$ cat src/rtl/ram_pkg.sv
// Shared definitions for the clearable dual-port RAM: sweep states,
// read-during-write mode constants and the address-width helper.
package ram_pkg;

    typedef enum logic {
        ST_IDLE  = 1'b0,
        ST_CLEAR = 1'b1
    } state_t;

    localparam int RDW_OLD = 0;
    localparam int RDW_NEW = 1;

    function automatic int addr_width(input int depth);
        return (depth < 2) ? 1 : $clog2(depth);
    endfunction

endpackage

$ cat src/rtl/ram_clr_fsm.sv
// Clear-sweep controller: walks a counter over every word after reset or a
// clear request, and reports busy while the sweep is running.
module ram_clr_fsm
    import ram_pkg::*;
#(
    parameter int SZ = 32,
    parameter int AW = addr_width(SZ)
) (
    input  logic          clk,
    input  logic          reset,
    input  logic          clr,
    output logic          busy,
    output logic [AW-1:0] clr_addr,
    output logic          clr_we
);

    // Terminal compare so non-power-of-two depths stop exactly at SZ-1.
    localparam logic [AW-1:0] LAST = AW'(SZ - 1);

    state_t        state_reg, state_next;
    logic [AW-1:0] cnt_reg, cnt_next;

    always_ff @(posedge clk) begin
        if (!reset) begin
            state_reg <= ST_CLEAR;
            cnt_reg   <= '0;
        end else begin
            state_reg <= state_next;
            cnt_reg   <= cnt_next;
        end
    end

    always_comb begin
        state_next = state_reg;
        cnt_next   = cnt_reg;
        busy       = 1'b0;
        clr_we     = 1'b0;
        clr_addr   = cnt_reg;
        case (state_reg)
            ST_CLEAR: begin
                busy   = 1'b1;
                clr_we = 1'b1;
                if (cnt_reg == LAST) begin
                    state_next = ST_IDLE;
                    cnt_next   = '0;
                end else begin
                    cnt_next = cnt_reg + 1'b1;
                end
            end
            default: begin
                if (clr) begin
                    state_next = ST_CLEAR;
                    cnt_next   = '0;
                end
            end
        endcase
    end

endmodule

$ cat src/rtl/ram_dp_clr.sv
// Simple-dual-port RAM with per-bit write mask, selectable read-during-write
// behaviour, sticky range error and a hardware clear sweep.
module ram_dp_clr
    import ram_pkg::*;
#(
    parameter  int N   = 8,
    parameter  int SZ  = 32,
    parameter  int RDW = 0,
    localparam int AW  = addr_width(SZ)
) (
    input  logic          clk,
    input  logic          reset,
    input  logic          clr,
    output logic          busy,
    input  logic          wen,
    input  logic [AW-1:0] waddr,
    input  logic [N-1:0]  wdata,
    input  logic [N-1:0]  wmask,
    input  logic          ren,
    input  logic [AW-1:0] raddr,
    output logic [N-1:0]  o,
    output logic          ovalid,
    output logic          err
);

    localparam logic [AW:0] SZ_W = (AW + 1)'(SZ);

    logic [N-1:0]  mem [SZ];
    logic [AW-1:0] clr_addr;
    logic          clr_we;
    logic          waddr_ok, raddr_ok;
    logic          port_we, port_re;
    logic [AW-1:0] wr_addr;
    logic [N-1:0]  wr_data;
    logic [N-1:0]  bit_we;

    ram_clr_fsm #(
        .SZ (SZ),
        .AW (AW)
    ) u_clr_fsm (
        .clk      (clk),
        .reset    (reset),
        .clr      (clr),
        .busy     (busy),
        .clr_addr (clr_addr),
        .clr_we   (clr_we)
    );

    assign waddr_ok = ({1'b0, waddr} < SZ_W);
    assign raddr_ok = ({1'b0, raddr} < SZ_W);
    assign port_we  = !busy && wen && waddr_ok;
    assign port_re  = !busy && ren;

    // Sweep and port writes never overlap because port access requires !busy.
    assign wr_addr = clr_we ? clr_addr : waddr;
    assign wr_data = clr_we ? '0 : wdata;

    genvar gi;
    generate
        for (gi = 0; gi < N; gi++) begin : g_bit_we
            assign bit_we[gi] = reset && (clr_we || (port_we && wmask[gi]));
        end
    endgenerate

    // Per-bit enables realise the masked merge without a read-modify-write.
    always_ff @(posedge clk) begin
        for (int b = 0; b < N; b++) begin
            if (bit_we[b]) begin
                mem[wr_addr][b] <= wr_data[b];
            end
        end
    end

    always_ff @(posedge clk) begin
        if (!reset) begin
            o      <= '0;
            ovalid <= 1'b0;
            err    <= 1'b0;
        end else begin
            ovalid <= 1'b0;
            if (port_re) begin
                ovalid <= 1'b1;
                if (!raddr_ok) begin
                    o <= '0;
                end else if (RDW == RDW_NEW && port_we && waddr == raddr) begin
                    o <= (mem[raddr] & ~wmask) | (wdata & wmask);
                end else begin
                    o <= mem[raddr];
                end
            end
            if (!busy && clr) begin
                err <= 1'b0;
            end else if (!busy && ((wen && !waddr_ok) || (ren && !raddr_ok))) begin
                err <= 1'b1;
            end
        end
    end

endmodule
$ cat config.mk
export PLATFORM = sky130hd
export DESIGN_NAME = ram_dp_clr
export DESIGN_NICKNAME = d
export VERILOG_FILES = /design/src/rtl/ram_pkg.sv /design/src/rtl/ram_clr_fsm.sv /design/src/rtl/ram_dp_clr.sv
export SDC_FILE = /design/constraint.sdc
export NUM_CORES = 1
export LEC_CHECK = 0
export CORE_AREA = 2 2 159 161
export CTS_BUF_LIST = sky130_fd_sc_hd__clkbuf_8
export CTS_CLUSTER_DIAMETER = 60
export CTS_CLUSTER_SIZE = 10
export DETAILED_ROUTE_END_ITERATION = 16
export DIE_AREA = 0 0 161 163
export PLACE_DENSITY = 0.66
export SYNTH_ARGS = -nofsm -noshare
export SYNTH_HDL_FRONTEND = slang
export SYNTH_SLANG_ARGS = --single-unit
$ cat constraint.sdc
create_clock -name clk -period 6.47 [get_ports clk]
set_input_delay 1.941 -clock clk [delete_from_list [all_inputs] [get_ports clk]]
set_output_delay 1.941 -clock clk [all_outputs]
set_load 0.02 [all_outputs]
# ---- Word level (Yosys, flattened, before mapping)
# Memories as Yosys holds them, arrays and structs flattened. A register that Yosys moved wholly into a read port is not among the register bits.
# Index checks and enable logic that the tools add are counted.
dict set report totals {
  romBits 0
  memories 1
  register_bits 7
  input_bits 31
  wordCells 61
  mem_bits_rw 256
  latchBits 0
}
# name words word_bits read_ports rd_ports_with_merged_regs write_ports line
set memory_table {}
lappend memory_table {mem 32 8 1 1 1 ram_dp_clr.sv:28} ;# logic [N-1:0] mem [SZ];
dict set report op_classes {
  n_shift 0
  reduce_logical 29
  n_eq_ne 1
  n_lt_le_gt_ge 0
  addsub 1
  n_mux 26
  mul 0
  div 0
  bitwise 0
}
# cell n
set ops {}
lappend ops {{1-bit 2-to-1 mux} 21}
lappend ops {{5-bit 2-to-1 mux} 4}
lappend ops {{1-bit logical AND} 18}
lappend ops {{1-bit logical OR} 8}
lappend ops {{8-bit 2-to-1 mux} 1}
lappend ops {{5-bit by 1-bit adder with 5-bit output (second input constant)} 1}
lappend ops {{5-bit equality test (second input constant)} 1}
lappend ops {{1-bit logical NOT} 2}
lappend ops {{2-bit nonzero test} 1}

# ---- Longest topological paths before layout
dict set report logic_depth {
  depth_word 8
  ltp_mapped 7
}

# ---- Cells and area by module
# Synthesis repeated with hierarchy kept, for this count alone.
dict set report hier_totals {
  cells_unflattened 965
  hier_area_um2 12050.3
}
# module instances cells_each area_each_um2
set modules_own_cells {}
lappend modules_own_cells {ram_dp_clr 1 931 11745.0}
lappend modules_own_cells {ram_clr_fsm 1 34 305.3}

# ---- Least setup slack after synthesis
# Ideal clock, no wire load.
dict set report synth_path {
  kind {in2reg}
  startpoint {in raddr[2]}
  endpoint {reg o[0], read port of mem}
  setup_slack_ps 3152
  cell_stages 7
  setup_ps 70
  t_required_ps 6400
  arrival_time_ps 3248
  n_path_buf 2
  cell_sequence {and2_1 clkbuf_1 clkbuf_1 a22oi_1 a21oi_1 or4_1 a21oi_1}
}
# item line
set synth_lines {}
lappend synth_lines {{start: declaration} ram_dp_clr.sv:20} ;# input logic [AW-1:0] raddr,
lappend synth_lines {{end: declaration} ram_dp_clr.sv:21} ;# output logic [N-1:0] o,

# ---- Final worst setup path
dict set report layout_path {
  startpoint {in reset}
  endpoint {mem mem[22][7], enable pin}
}
dict set report layout_via {
  elab_chain_len 3
}
# item line
set layout_lines {}
lappend layout_lines {{start: declaration} ram_dp_clr.sv:12} ;# input logic reset,
lappend layout_lines {{1-bit logical AND} ram_dp_clr.sv:61} ;# assign bit_we[gi] = reset && (clr_we || (port_we && wmask[gi]));
lappend layout_lines {{1-bit 2-to-1 mux} ram_dp_clr.sv:68} ;# if (bit_we[b]) begin
lappend layout_lines {{1-bit 2-to-1 mux (implied by the code)} ram_dp_clr.sv:69} ;# mem[wr_addr][b] <= wr_data[b];
lappend layout_lines {{end: declaration} ram_dp_clr.sv:28}
# Every way passes these cells.

==> results.sh <==
export IMPL_run_status="complete, no violations"
export IMPL_min_delay_path_class="register to register"
export IMPL_placement_io_buffers=40
export IMPL_synth_seq_cells=271
export IMPL_accumulated_negative_setup_slack_ns=0
export IMPL_layout_area_seq_mm2=0.00799
export IMPL_synth_area_in_adders_pct=0.311
export IMPL_drc=0
export IMPL_per_instance_average_area_after_synthesis_um2=12.4
export IMPL_worst_endpoint_arrival_ns=4.30
export IMPL_clock_tree_htree_level_count=1
export IMPL_tightestPinTransition_ns=1.35
export IMPL_largest_net_degree_at_the_start_of_global_routing=62
export IMPL_worst_skew_pair_late_latency_ns=0.59
export IMPL_timing_slew_headroom_pct=9.42
export IMPL_worst_setup_path_start_kind="input pin"
export IMPL_finalClockSkew_ns=0.0249
export IMPL_post_synthesis_instance_area_mm2=0.0121
export IMPL_layout_min_cycle_time_ns=4.01
export IMPL_start_util_pct=48.9
export IMPL_rrSetupSlack_ns=3.91
export IMPL_pin_count=42
export IMPL_timing_reg2reg_worst_path_depth=4
export IMPL_post_synth_num_cell_types=37
export IMPL_critPathKind="input pin to register"
export IMPL_grt_use_total_pct=23.0
export IMPL_worst_path_max_fanout=32
export IMPL_kind_of_end_point_of_the_critical_path="register"
export IMPL_ys_warn_count=0
export IMPL_final_cell_mix="269 x sky130_fd_sc_hd__nor2_1, 256 x sky130_fd_sc_hd__edfxtp_1, 129 x sky130_fd_sc_hd__mux2i_1"
export IMPL_ratio_of_cells_with_drive_above_1_in_the_final_layout_pct=5.85
export IMPL_coreArea_mm2=0.0247
export IMPL_cts_resized=0
export IMPL_synth_simple_gate_area_share_pct=11.9
export IMPL_detail_route_iter0_violations=659
export IMPL_fillerInstances=2175
export IMPL_synth_cells=969
export IMPL_timing_final_hold_violations=0
export IMPL_cts_num_sinks=271
export IMPL_total_number_of_vias=7731
export IMPL_top_register="mem"
export IMPL_synthXorXnorAreaFrac_pct=0
export IMPL_numPlacedInstances=1280
export IMPL_clk_pin_slew_ns=0.08
export IMPL_grt_pass1_vias=7610
export IMPL_n_antenna_cell=0
export IMPL_largest_family_of_logic_cells_by_synthesized_area="simple AND/OR/NAND/NOR gates"
export IMPL_startpoint="reset"
export IMPL_rows=58
export IMPL_ant_nets=0
export IMPL_final_layout_net_count=1017
export IMPL_setup_violations=0
export IMPL_fmax_mhz=249
export IMPL_setup_worst_path_end="mem[22][7]"
export IMPL_tritoncts="done"
export IMPL_drt_first_pass_iters=5
export IMPL_max_clock_path_buffers=3
export IMPL_area_of_the_multi_input_gates_mm2=0.00374
export IMPL_worst_hold_margin_ns=0.584
export IMPL_die_width_um=161
export IMPL_dp_wirelength_um=17800
export IMPL_die_outline_area_mm2=0.0262
export IMPL_flow_area_growth_from_synthesis_pct=9.39
export IMPL_r2r_start="u_clr_fsm.state_reg"
export IMPL_slew_violations=0
export IMPL_filler_free_cell_count_of_the_finished_design=1338
export IMPL_max_vdd_ir_drop_mv=0.170
export IMPL_place_gp_congestion=0.804
export IMPL_antenna_found_initial=0
export IMPL_grt_setup_unrepaired="no"
export IMPL_grt_pass1_wl_um=44800
export IMPL_muxShareOfSynthArea_pct=10.8
export IMPL_cts_hold_fix_buffers=0
export IMPL_remaining_overflow_grt=0
export IMPL_tritoncts_num_buffers=31
export IMPL_average_wire_per_cell_in_the_routed_design_um=22.3
export IMPL_layout_commonest_cell="sky130_fd_sc_hd__nor2_1"
export IMPL_share_of_the_cycle_needed_by_the_critical_path_after_routing_pct=62.0
export IMPL_p_leak_uw=0.00487
export IMPL_power_per_cell_area_mw_per_mm2=241
export IMPL_timing_rr_end="mem[2][4]"
export IMPL_synth_compound_area_share_pct=7.74
export IMPL_synth_seq_area_share_pct=66.3
export IMPL_vias_per_cell=5.78
export IMPL_cp_required_ns=6.76
export IMPL_detail_route_wirelength_um=29800
export IMPL_flip_flop_count_of_the_largest_register_all_copies_and_words_added=256
export IMPL_cts_root_buffer_cell="sky130_fd_sc_hd__clkbuf_8"
export IMPL_post_cts_setup_buffers=0
export IMPL_synth_fp_nets=1003
export IMPL_max_cap_violations=0
export IMPL_chipHeight_um=163
==> final cells by class <==
| class | instances | area share (%) |
|---|---|---|
| Clock buffer | 33 | 3.44 |
| Inverter | 4 | 0.114 |
| Multi-Input combinational cell | 627 | 28.4 |
| Tap cell | 330 | 3.13 |
| Timing Repair Buffer | 48 | 3.60 |
| Clock inverter | 25 | 0.759 |
| Sequential cell | 271 | 60.6 |
==> power by group <==
part	internal, uW	total, uW	switching, uW
clock network	470	1070	600
registers	1900	1910	5.29
logic	71.7	204	132
==> cells by family (layout without fill, tap and decap cells) <==
logic type                 count (synthesis)  in the layout
adders and majority gates                  3              3
other                                      1              1
muxes                                    130            130
AOI/OAI and AO/OA                        140            140
buffers and inverters                     71            110
and+or+nand+nor                          353            353
DFF                                      271            271
==> synth_stat cells, drive strengths merged <==
cell / instances / area, um^2
a32oi: 3 / 26.3
a21o: 9 / 67.6
nand2: 40 / 150
conb: 1 / 3.75
mux2: 1 / 11.3
a32o: 3 / 30.0
nand2b: 3 / 18.8
and2: 5 / 31.3
a21boi: 2 / 15.0
inv: 4 / 15.0
ha: 3 / 37.5
or2: 1 / 6.26
or3b: 1 / 8.76
nand3b: 2 / 15.0
o31ai: 3 / 32.5
nor2: 270 / 1010
o21ai: 12 / 60.1
a22oi: 64 / 480
nor3: 3 / 15.0
a31oi: 1 / 6.26
buf: 44 / 246
and3: 1 / 6.26
nand3: 3 / 15.0
clkbuf: 23 / 87.6
edfxtp: 256 / 7690
nand4: 1 / 6.26
or4: 8 / 60.1
mux2i: 129 / 1290
a21oi: 43 / 215
dfxtp: 15 / 300
nor2b: 15 / 93.8
==> critical path, stage by stage <==
cell	delay, ns
sky130_fd_sc_hd__clkdlybuf4s50_1	1.01
sky130_fd_sc_hd__nand2_1	0.94
sky130_fd_sc_hd__nor2_1	0.38
==> metal layers <==
metal / wire [um] / up-vias / track usage [%]
li1: - / 3538 / -
met4: 709 / 0 / 6.01
met3: 2000 / 54 / 3.31
met5: 0 / - / 0
met2: 14600 / 278 / 39.4
met1: 12500 / 3861 / 31.1
==> through the flow <==
stage / utilization, % / setup WS (ns) / cell area (um^2) / power [uW]
after floorplan: - / 3.15 / 12100 / 2080
after global placement: 51.2 / 1.92 / 12600 / 2150
after detailed placement: 51.2 / 1.85 / 12600 / 2150
after CTS: 53.4 / 2.47 / 13200 / 3200
after global routing: 53.4 / 2.20 / 13200 / 3280
final: 53.4 / 2.46 / 13200 / 3180
==> worst min-delay path by stage <==
stage | startpoint | end | slack, ns | depth (start not counted)
floorplan | u_clr_fsm.clr_addr[2] | u_clr_fsm.clr_addr[2] | 0.51 | 2
global placement | u_clr_fsm.clr_addr[2] | u_clr_fsm.clr_addr[2] | 0.55 | 2
detailed placement | o[2] | o[2] | 0.57 | 2
CTS | o[2] | o[2] | 0.58 | 2
global route | o[6] | o[6] | 0.62 | 2
finish | u_clr_fsm.clr_addr[2] | u_clr_fsm.clr_addr[2] | 0.58 | 2
Power figures use the tool's default switching activity.
==> patch 1: new RTL, same flow settings <==
Set the parameter `N` to 4 (it was 8).
--- a/src/rtl/ram_dp_clr.sv
+++ b/src/rtl/ram_dp_clr.sv
@@ -5,3 +5,3 @@
 #(
-    parameter  int N   = 8,
+    parameter  int N   = 4,
     parameter  int SZ  = 32,
Interface: changed (resized o, wdata and wmask); port bits go from 42 to 30. No check against the original RTL was run, so the function may have changed too.
==> patch 1 against the unedited design <==
Sequential cell count down 132; worst setup slack gained 85 ps; synthesized cell count shrank 45%; critical endpoint is now mem[17][3]$_DFFE_PP_; die area is the same; routed wire length fell by 50%; power is 42% lower; area after synthesis down 47%; final area is 44% lower.
==> patch 1: results (changes against the unedited design) <==
[synthesis]
seq_area_frac_synth_pct = 63.3  ; -2.9 points
synthTopCellsByArea = edfxtp_1 (60%), mux2i_1 (10%), nor2_1 (8.0%)
synth_compound_area_share_pct = 8.38  ; +0.64 points
ys_types = 37  ; unchanged
synth_fa_ha_area_share_pct = 0.585  ; +0.27 points
synth-xor-area-share_pct = 0  ; unchanged
synth.area.mux_share_pct = 10.3  ; -0.49 points
synth_edf_count = 128  ; -50%
synth_common_cells = nor2_1 (136), edfxtp_1 (128), mux2i_1 (65)
synth_nets = 562  ; -44%

[placed_design]
dpl.hpwl_um = 9700  ; -45%
io_buffers = 28  ; -30%
place_congestion = 0.806  ; +0.29%

[clocking]
clk_path_buf_depth = 2  ; -1
clock_latency_ps = 450  ; -140 ps
cts_resized = 0  ; unchanged
htree_levels = 4  ; +3
cts_setup_buffers = 0  ; unchanged
cts_buffers = 17  ; -45%

[setup_path]
cp.arrival_ps = 4060  ; -240 ps
worst_path_largest_cell_delay_ps = 850  ; -160 ps
crit_path_top_delay_cell = nand2_1
crit_fanout = 32  ; unchanged

[outcome]
outcome = completed

[detailed_routing]
wl_per_cell_um = 16.7  ; -25%
drtIter0Drc = 479  ; -27%
firstDrtPassIters = 6  ; +1
vias = 4198  ; -46%

[layout]
antenna_cells = 0  ; unchanged
fin_util_pct = 29.8  ; -24 points
largest_reg_flops = 128  ; -50%
nets = 578  ; -43%
drive_gt1_share_pct = 7.61  ; +1.8 points
n_fill_cell = 2579  ; +19%

[sta]
max_slew_margin_pct = 13.3  ; +3.9 points
finalClockSkew_ps = 10.4  ; -14.5 ps

[power_and_ir_drop]
ir_worst_vdd_mv = 0.135  ; -21%
p_leak_nw = 2.61  ; -46%

[global_route]
grt_pass1_wl_um = 23200  ; -48%
grt_max_degree = 59  ; -4.8%
grt_pass1_vias = 4112  ; -46%
grt.total_usage_pct = 11.9  ; -11 points

[worst_hold_path]
hold_class = flip-flop to flip-flop

## patch 1: cell count changes after synthesis, moves of 5 or more
| cell | change |
|---|---|
| mux2i_1 | -64 |
| clkbuf_1 | -9 |
| nand2_1 | -10 |
| a22oi_1 | -32 |
| buf_1 | -20 |
| a21oi_1 | -20 |
| edfxtp_1 | -128 |
| buf_4 | -9 |
| nand3_1 | +5 |
| nor2_1 | -134 |
## patch 1: metal layers
metal | part of all wire [%] | track usage (%) | up-vias | routed length (µm)
li1 | - | - | 1975 | -
met1 | 46 | 15.7 | 2078 | 6820
met2 | 48 | 19.4 | 134 | 7120
met3 | 5.5 | 2.62 | 11 | 829
met4 | 1.2 | 4.02 | 0 | 185
met5 | 0 | 0 | - | 0
## patch 1: through the flow
step,cell area (µm²),hold slack [ps],std cells,worst slack [ps]
2_1_floorplan,6420,503,536,3180
3_3_place_gp,6930,539,863,2120
3_5_place_dp,6930,549,863,2070
4_1_cts,7360,562,895,2550
6_report,7360,573,895,2540
5_1_grt,7360,618,895,2390
## patch 1: area by class of cell
class	instances	area (µm²)	area share, %
Inverter	5	18.8	0.255
Clock buffer	23	317	4.30
Multi-Input combinational cell	359	2140	29.1
Tap cell	330	413	5.61
Timing Repair Buffer	30	293	3.98
Clock inverter	9	118	1.60
Sequential cell	139	4060	55.2
## patch 1: power by group
group | switching, mW | internal [mW] | leakage (nW)
clock | 0.311 | 0.438 | 0.234
combinational | 0.0721 | 0.0429 | 1.10
sequential | 0.00446 | 0.973 | 1.28
total | 0.387 | 1.45 | 2.61
## patch 1: worst min-delay path, delay by kind of cell (launching register included)
| kind | cells | cell delay [ps] |
|---|---|---|
| flip-flops | 1 | 360 |
| AO/OA/AOI/OAI | 2 | 170 |
## patch 1: final timing paths
kind              slack, ps  depth (start not counted)                                from                            endpoint
setup reg to reg       4190                          4      u_clr_fsm.state_reg$_SDFF_PN1_                 mem[2][3]$_DFFE_PP_
hold reg to reg         570                          2  u_clr_fsm.clr_addr[3]$_SDFFE_PN0P_  u_clr_fsm.clr_addr[3]$_SDFFE_PN0P_
hold / removal          570                          2  u_clr_fsm.clr_addr[3]$_SDFFE_PN0P_  u_clr_fsm.clr_addr[3]$_SDFFE_PN0P_
setup / recovery       2540                          3                               reset                mem[17][3]$_DFFE_PP_
## patch 1: cell families after synthesis
| family | after synthesis |
|---|---|
| and+or+nand+nor | 209 |
| DFF | 139 |
| AOI/OAI and AO/OA | 80 |
| muxes | 66 |
| buffers and inverters | 38 |
| adders and majority gates | 3 |
| other | 1 |
==> patch 2: new RTL, same flow settings <==
Without the edit above. Reset style: asynchronous (`reset`), changed in 2 clocked blocks.
--- a/src/rtl/ram_clr_fsm.sv
+++ b/src/rtl/ram_clr_fsm.sv
@@ -22,3 +22,3 @@
 
-    always_ff @(posedge clk) begin
+    always_ff @(posedge clk or negedge reset) begin
         if (!reset) begin
--- a/src/rtl/ram_dp_clr.sv
+++ b/src/rtl/ram_dp_clr.sv
@@ -73,3 +73,3 @@
 
-    always_ff @(posedge clk) begin
+    always_ff @(posedge clk or negedge reset) begin
         if (!reset) begin
Check against the original RTL: same outputs for any inputs over 10 cycles, from zero or initial values and one cycle with reset low; that may be too few to reach the edited logic, so the function may still have changed.
==> patch 2 against the unedited design <==
Worst hold slack got worse by 95 ps; worst setup slack got worse by 350 ps; core utilization rose by 1.1 points; routed wire length rose by 0.60%; sequential cell count did not move; clock skew fell by 2.0 ps; area after synthesis rose by 2.0%; register-to-register slack got worse by 990 ps; fmax fell by 8.1%; final area rose by 2.1%.
Power is not compared: it rests on default switching activity, and its combinational part moved more than twofold at a synthesized area within 25%.
==> patch 2: results (changes against the unedited design) <==
[clocking]
cts_setup_buffers = 0  ; unchanged
cts_resized = 0  ; unchanged
path_clk_slew_ps = 80  ; about the same

[detailed_routing]
firstDrtPassIters = 7  ; +2
drtIter0Drc = 958  ; +45%
drt-total-wl_um = 30000  ; +0.60%
vias = 7694  ; -0.48%

[synthesis]
synth_edf_count = 256  ; unchanged
seq_area_frac_synth_pct = 65.6  ; -0.67 points
synth_nets = 974  ; -2.9%
synth_common_cells = nor2_1 (260), edfxtp_1 (256), mux2i_1 (129)
async_reset_ff_share_pct = 5.54  ; +5.5 points
ys_types = 43  ; +16%
synthTopCellsByArea = edfxtp_1 (63%), mux2i_1 (11%), nor2_1 (7.9%)

[layout]
largest_register = mem
drive_gt1_share_pct = 9.29  ; +3.4 points
nets = 1000  ; -1.7%
n_fill_cell = 2127  ; -2.2%

[global_route]
grt_pass1_vias = 7526  ; -1.1%
grt_pass1_wl_um = 45600  ; +1.7%
grt_max_degree = 78  ; +26%
grt.total_usage_pct = 23.3  ; +0.26 points

[placed_design]
dpl.hpwl_um = 17900  ; +0.82%
dpl_cell_area_mm2 = 0.0129  ; +2.1%
place_congestion = 0.784  ; -2.4%

[setup_path]
regToRegSetupSlack_ps = 2920  ; -990 ps
r2r_end = mem[1][7]$_DFFE_PP_
cp.arrival_ps = 2420  ; -1880 ps
crit_path_top_delay_cell = dfstp_2
critPathLaunch = u_clr_fsm.state_reg$_DFF_PN1_
worst_path_largest_cell_delay_ps = 1100  ; +90 ps
cp_top_family = flip-flops
crit_fanout = 38  ; +19%

[sta]
tightest_slew_ps = 1330  ; -23.1 ps
finalClockSkew_ps = 23.0  ; -1.95 ps

[power_and_ir_drop]
switchingPower_mw = 1.31
p_leak_nw = 5.11

[outcome]
outcome = completed

[worst_hold_path]
min-delay-start = o[0]$_DFFE_PN0P_
min_to = o[0]$_DFFE_PN0P_

## patch 2: metrics by stage
| step | util [%] | hold WS (ps) | power (mW) | std cells | setup WS (ps) |
|---|---|---|---|---|---|
| 5_1_grt | 54.5 | 511 | 4.37 | 1320 | 1990 |
| 2_1_floorplan | - | 486 | 2.81 | 940 | 3220 |
| 4_1_cts | 54.5 | 492 | 4.22 | 1320 | 2050 |
| 3_5_place_dp | 52.3 | 465 | 3.14 | 1263 | 1810 |
| 6_report | 54.5 | 490 | 4.19 | 1320 | 2110 |
| 3_3_place_gp | 52.3 | 469 | 3.13 | 1263 | 1860 |
## patch 2: metal layers
metal  part of all wire [%]  global-route usage (%)  wire length (µm)
met5                      0                       0                 0
met4                    2.0                    6.25               610
met3                    7.4                    3.21              2230
met2                     48                    37.6             14200
met1                     43                    33.4             12900
## patch 2: cell families (layout without fill, tap and decap cells)
| kind of cell | Yosys count | in the layout | share of synthesized area [%] |
|---|---|---|---|
| and+or+nand+nor | 345 | 345 | 11.8 |
| DFF | 271 | 271 | 65.6 |
| muxes | 129 | 129 | 10.5 |
| buffers and inverters | 70 | 120 | 3.26 |
| adders and majority gates | 3 | 3 | 0.305 |
| xor gates and xnor gates | 2 | 2 | 0.143 |
| other | 1 | 1 | 0.0305 |
| AOI/OAI and AO/OA | 119 | 119 | 8.42 |
## patch 2: worst max-delay path by stage
| stage | to | slack (ps) | cells past startpoint |
|---|---|---|---|
| 5_1_grt | busy | 1990 | 1 |
| 4_1_cts | busy | 2050 | 1 |
| 2_1_floorplan | o[3]$_DFFE_PN0P_ | 3220 | 6 |
| 3_5_place_dp | mem[9][4]$_DFFE_PP_ | 1810 | 5 |
| 6_report | busy | 2110 | 1 |
| 3_3_place_gp | o[1]$_DFFE_PN0P_ | 1860 | 7 |
## patch 2: power by group through the flow
stage          registers, mW  clock network [mW]  logic [mW]
2_1_floorplan           2.22                   0       0.591
3_3_place_gp            2.22                   0       0.908
3_5_place_dp            2.22                   0       0.919
4_1_cts                 2.19                1.11       0.924
5_1_grt                 2.20                1.17        1.00
6_report                2.18                1.09       0.921
## patch 2: final cells by class
type / instances / share of cell area (%)
inverters: 6 / 0.167
flip-flops and latches: 271 / 59.9
repair buffers: 57 / 3.93
well taps: 330 / 3.07
clock buffers: 32 / 3.27
multi-input cells: 599 / 28.7
clock inverters: 25 / 0.902
## patch 2: worst min-delay path, delay by kind of cell (launching register included)
kind | cells | cell delay (ps)
and+or+nand+nor | 1 | 70
AOI/OAI and AO/OA | 1 | 50
DFF | 1 | 350
